### src/rtl/shift_leds_pkg.sv
// Shared constants for the LED sequencer: prescaler limits, switch bit map, reset pattern.
// SHIFT_LEDS_FAST_SIM_EN shrinks the prescaler limits so rotations are short in simulation.
package shift_leds_pkg;

  localparam int C_N_LEDS   = 4;
  localparam int C_NB_SEL   = 2;
  localparam int C_NB_COUNT = 14;
  localparam int C_NB_SW    = 4;

  localparam int SW_EN      = 0;
  localparam int SW_SEL_LSB = 1;
  localparam int SW_COLOR   = 3;

`ifdef SHIFT_LEDS_FAST_SIM_EN
  localparam int unsigned R0 = 3;
  localparam int unsigned R1 = 7;
  localparam int unsigned R2 = 15;
  localparam int unsigned R3 = 31;
`else
  localparam int unsigned R0 = (1 << (C_NB_COUNT - 3)) - 1;
  localparam int unsigned R1 = (1 << (C_NB_COUNT - 2)) - 1;
  localparam int unsigned R2 = (1 << (C_NB_COUNT - 1)) - 1;
  localparam int unsigned R3 = (1 << C_NB_COUNT) - 1;
`endif

  localparam logic [C_N_LEDS-1:0] LED_RESET = 4'b0001;

  function automatic int unsigned limit_sel(input logic [1:0] sel);
    int unsigned lim;
    case (sel)
      2'd0:    lim = R0;
      2'd1:    lim = R1;
      2'd2:    lim = R2;
      default: lim = R3;
    endcase
    return lim;
  endfunction

endpackage

### src/rtl/shift_leds_prescaler.sv
// Free-running prescaler: counts up to a switch-selected limit, wraps to zero and pulses a tick.
module shift_leds_prescaler
  import shift_leds_pkg::*;
#(
  parameter int NB_SEL   = C_NB_SEL,
  parameter int NB_COUNT = C_NB_COUNT
) (
  input  logic              clock,
  input  logic              i_reset,
  input  logic              i_en,
  input  logic [NB_SEL-1:0] i_sel,
  output logic              o_tick
);

  logic [NB_COUNT-1:0] r_count;
  logic [NB_COUNT-1:0] w_limit;
  logic                w_wrap;

  assign w_limit = NB_COUNT'(limit_sel(2'(i_sel)));
  // >= rather than == so a limit lowered below the current count wraps at once
  assign w_wrap  = (r_count >= w_limit);
  assign o_tick  = i_en & w_wrap;

  always_ff @(posedge clock or posedge i_reset) begin
    if (i_reset) begin
      r_count <= '0;
    end else if (i_en) begin
      r_count <= w_wrap ? '0 : r_count + NB_COUNT'(1);
    end
  end

endmodule

### src/rtl/shift_leds.sv
// LED sequencer top: prescaler tick rotates a one-hot LED pattern, gated onto blue or green.
// Build option: SHIFT_LEDS_FAST_SIM_EN (short prescaler limits, see shift_leds_pkg).
module shift_leds
  import shift_leds_pkg::*;
#(
  parameter int N_LEDS   = C_N_LEDS,
  parameter int NB_SEL   = C_NB_SEL,
  parameter int NB_COUNT = C_NB_COUNT,
  parameter int NB_SW    = C_NB_SW
) (
  input  logic              clock,
  input  logic              i_reset,
  input  logic [NB_SW-1:0]  i_sw,
  output logic [N_LEDS-1:0] o_led,
  output logic [N_LEDS-1:0] o_led_b,
  output logic [N_LEDS-1:0] o_led_g
);

  localparam logic [N_LEDS-1:0] LP_LED_RESET = N_LEDS'(LED_RESET);

  logic              w_tick;
  logic              w_color;
  logic [N_LEDS-1:0] r_led;

  shift_leds_prescaler #(
    .NB_SEL   (NB_SEL),
    .NB_COUNT (NB_COUNT)
  ) u_prescaler (
    .clock   (clock),
    .i_reset (i_reset),
    .i_en    (i_sw[SW_EN]),
    .i_sel   (i_sw[SW_SEL_LSB +: NB_SEL]),
    .o_tick  (w_tick)
  );

  always_ff @(posedge clock or posedge i_reset) begin
    if (i_reset) begin
      r_led <= LP_LED_RESET;
    end else if (w_tick) begin
      r_led <= {r_led[N_LEDS-2:0], r_led[N_LEDS-1]};
    end
  end

  // Colour gating is combinational so it tracks the switch even during reset
  assign w_color = i_sw[SW_COLOR];
  assign o_led   = r_led;
  assign o_led_b = w_color ? r_led : '0;
  assign o_led_g = w_color ? '0 : r_led;

endmodule

### config.mk
export PLATFORM = sky130hd
export DESIGN_NAME = shift_leds
export DESIGN_NICKNAME = d
export VERILOG_FILES = /design/src/rtl/shift_leds_pkg.sv /design/src/rtl/shift_leds_prescaler.sv /design/src/rtl/shift_leds.sv
export SDC_FILE = /design/constraint.sdc
export NUM_CORES = 1
export LEC_CHECK = 0
export CORE_UTILIZATION = 40
export CTS_BUF_LIST = sky130_fd_sc_hd__clkbuf_16
export DETAILED_ROUTE_END_ITERATION = 7
export DONT_BUFFER_PORTS = 1
export HOLD_SLACK_MARGIN = 0.12
export RECOVER_POWER = 50
export SYNTH_ARGS = -nofsm -noshare
export SYNTH_HDL_FRONTEND = slang
export SYNTH_HIERARCHICAL = 1
export SYNTH_SLANG_ARGS = --single-unit
### constraint.sdc
create_clock -name clock -period 2.3 [get_ports clock]
set_input_delay 0.115 -clock clock [delete_from_list [all_inputs] [get_ports clock]]
set_output_delay 0.115 -clock clock [all_outputs]
set_load 0.02 [all_outputs]
==> After elaboration in Yosys (flattened, before gate mapping) <==
Index checks and enable logic that the tools add are counted.
{ "word_totals": {"reg_bits": 18, "inputBits": 6, "output_inout_bits": 12, "elab_cells": 12} }
{ "op_classes": {"add_sub_neg": 1, "magnitude_cmp": 1, "eq_ne": 2, "mux": 4, "n_bitwise": 1, "n_reduce_logical": 1} }
{ "op_table": {"columns": ["op", "n"], "rows": [
  ["$pmux W14 S3", 1],
  ["$add A14 B1 Y14 const B", 1],
  ["$ge A14 B14 Y1", 1],
  ["$mux W14", 1],
  ["$mux W4", 2],
  ["$eq A2 B1 Y1 const B", 1],
  ["$eq A2 B2 Y1 const B", 1],
  ["$logic_not A2 Y1", 1],
  ["$and A1 B1 Y1", 1]
]} }

==> Longest topological paths before layout <==
{ "depth": {"ltp_word": 4, "depth_mapped": 7, "ltp_nobuf": 7} }

==> By module <==
Netlist, hierarchy kept.
{ "modules_own_cells": {"columns": ["mod", "instances", "cells_each", "area_each_um2", "seq_area_each_um2"], "rows": [
  ["shift_leds_prescaler", 1, 94, 895.9, 350.3],
  ["shift_leds", 1, 17, 200.2, 101.3]
]} }

==> Worst setup path before layout <==
Ideal clock, no wire load.
{ "synth_path": {"path_kind": "register to register", "start": "reg u_prescaler.r_count[12]", "end": "reg r_led[2], in the netlist o_led[2]", "setup_time_ns": 0.128, "t_arrival_ns": 1.724, "t_required_ns": 2.172, "path_slack_ns": 0.448, "path_stages_with_launch": 7, "n_path_buf": 0, "period_less_slack_ns": 1.852, "cell_sequence": "dfrtp_1 ha_1 a21o_1 a21oi_2 o41ai_4 and2_1 mux2_1"} }
{ "synth_via": {"elab_chain_cells": 2} }
{ "synth_lines": {"columns": ["item", "line", "source"], "rows": [
  ["start: declaration", "shift_leds_prescaler.sv:15", "logic [NB_COUNT-1:0] r_count;"],
  ["start signal: assignment", "shift_leds_prescaler.sv:28", "r_count <= w_wrap ? '0 : r_count + NB_COUNT'(1);"],
  ["$ge A14 B14 Y1", "shift_leds_prescaler.sv:21", "assign w_wrap = (r_count >= w_limit);"],
  ["$and A1 B1 Y1", "shift_leds_prescaler.sv:22", "assign o_tick = i_en & w_wrap;"],
  ["net w_tick", "shift_leds.sv:21", "logic w_tick;"],
  ["end signal: assignment", "shift_leds.sv:40", "r_led <= {r_led[N_LEDS-2:0], r_led[N_LEDS-1]};"],
  ["end: declaration", "shift_leds.sv:23", "logic [N_LEDS-1:0] r_led;"]
]} }
The timed path passes the listed nets, and every way through them passes these cells.
A chain may end at the register's enable or synchronous reset.

==> Worst setup path in the final report <==
Ends and elaborated chain as after synthesis.

==> out/qor.yml <==
grtUsageMet1_pct: 22.3
drive_gt1_share_pct: 12.3
period_share_pct: 85.8
antenna_found_initial: 0
synth.most_common_cell: "dfrtp_1"
total_power_mw: 1.06
fin_cells: 144
avgSynthCellArea_um2: 9.87
cp.arrival_ps: 2100
use_met3_pct: 6.11
cts.sinks: 18
yosysTopAreaCell: "dfrtp_1"
leakage_nw: 0.559
setup_viol: 0
path_class: "register to register"
routedWlPerCell_um: 14.7
post-place-ws_ps: 346
skew_ps: 5.29
cts_tree: "built"
coreArea_mm2: 0.00252
yosys.area.top_type_share_pct: 38.8
hp-class: "primary input to register"
synthFlopType: "dfrtp_1"
critPathLaunchType: "register"
cts_made_buffers: 3
synth.distinct_cells: 30
setup_ws_ps: 326
cap_viol_max_count: 0
grt_max_degree: 17
synth_warnings: 6
cts-root-buf: "clkbuf_16"
worst_slew_pin_slew_ps: 708
dp_hpwl_mm: 1.44
die_area_mm2: 0.00295
postSynthCellCount: 111
cp.required_ps: 2420
busiest_layer: "met2"
insertion_delay_ps: 250
cts_htree_levels: 1
nets: 125
overflow: 0
final_antenna_net_count: 0
synth_edf_count: 0
die_h_um: 54.3
ys_seq_area_share_pct: 41.2
hold_viol_final: 0
clock_path_buffers: 2
synthTopCellsByCount: "dfrtp_1 (17), inv_1 (9), xnor2_1 (8)"
dp.cells: 138
final_max_slew_viol_count: 0
final_cell_area_mm2: 0.00122
initial_utilization_pct: 43.5
endpoint_kind: "register"
drt_iter0_markers: 3
place.port_buffers: 0
wl_mm: 2.12
antenna_cells: 0
crit_fanout: 4
grt_pass1_wl_mm: 3.63
tns_ps: 0
async_reset_ff_share_pct: 100
first_pass_iters: 4
synth-seq-cells: 18
grt_usage_pct: 17.6
max_freq_ghz: 0.507
fin_util_pct: 48.2
fin_crit_ps: 1970
rsz0062_at_grt: "no"
fin_hold_ws_ps: 175
syn_to_final_growth_pct: 11.0
pin_count: 18
max-slew-margin-rel_pct: 52.6
syn_area_mm2: 0.00110
dieWidth_um: 54.3
synth.area.top_cells: "dfrtp_1 (39%), xnor2_1 (6.4%), ha_1 (4.6%)"
globalplace.congestion: 0.778
drc: 0
grt_pass1_vias: 812
place_area_mm2: 0.00112
peakVddDrop_mv: 0.591
p_per_area_mw_per_mm2: 868
cts.clk_slew.worst_paths_ps: 50
met2_usage_pct: 28.0
viasPerCell: 5.55
rows: 18
post_cts_buffers: 0
outcome: "finished, final reports clean"
synth_nets: 121
vias: 799
==> layer usage <==
| metal | share of wire, % | wire length [µm] |
|---|---|---|
| met1 | 48 | 1010 |
| met2 | 48 | 1010 |
| met3 | 3.6 | 77 |
| met4 | 0.85 | 18 |
| met5 | 0 | 0 |
==> power by group <==
| part | total (mW) | switching [mW] | internal [mW] |
|---|---|---|---|
| clock network | 0.341 | 0.110 | 0.231 |
| logic | 0.237 | 0.134 | 0.103 |
| registers | 0.478 | 0.0997 | 0.378 |
| total | 1.06 | 0.344 | 0.711 |
==> worst max-delay path, stage by stage, from the launching register on <==
cell     delay [ps]
dfrtp_1         410
ha_1            310
a21o_1          200
a21oi_2         250
o41ai_4         130
and2_1          230
mux2_1          320
==> cell type report <==
class,count,area (µm²)
Clock buffer,3,75.1
Clock inverter,1,3.75
Inverter,9,33.8
Sequential cell,18,452
Timing Repair Buffer,3,27.5
Fill cell,242,1310
Multi-Input combinational cell,80,587
Tap cell,30,37.5
==> worst paths after layout <==
path / start / slack (ps) / to / cells past startpoint
worst min-delay path: i_sw[0] / 170 / u_prescaler/r_count[2] / 3
worst max-delay path: u_prescaler/r_count[12] / 330 / o_led[2] / 6
min in group asynchronous: i_reset / 220 / o_led[3] / 2
worst min register to register: u_prescaler/r_count[13] / 570 / u_prescaler/r_count[13] / 2
worst max register to register: u_prescaler/r_count[12] / 330 / o_led[2] / 6
max in group asynchronous: i_reset / 1510 / u_prescaler/r_count[10] / 2
==> repair_timing <==
action,CTS,global route
hold endpoints to repair,32,0
gates resized for setup,0,0
hold buffers,2,0
==> logic make-up after synthesis <==
group	after synthesis	synth area share [%]
and+or+nand+nor	43	23.5
AOI/OAI and AO/OA	21	15.0
adders and majority gates	4	4.57
xor gates and xnor gates	8	6.39
DFF	18	41.2
buffers and inverters	13	5.25
muxes	4	4.11
==> flip-flops by register name (all words and copies together) (netlist names) <==
name                 cells
o_led                    4
u_prescaler/r_count     14
==> cells in the final DEF (no fill, tap or decap), types with 5 or more instances in the layout <==
cell / n
inv_1: 10
nand3_1: 5
dfrtp_1: 17
nand2_1: 7
nor2b_1: 5
a21oi_1: 7
xnor2_1: 8
o21ai_0: 5
(Power assumes the default switching activity.)
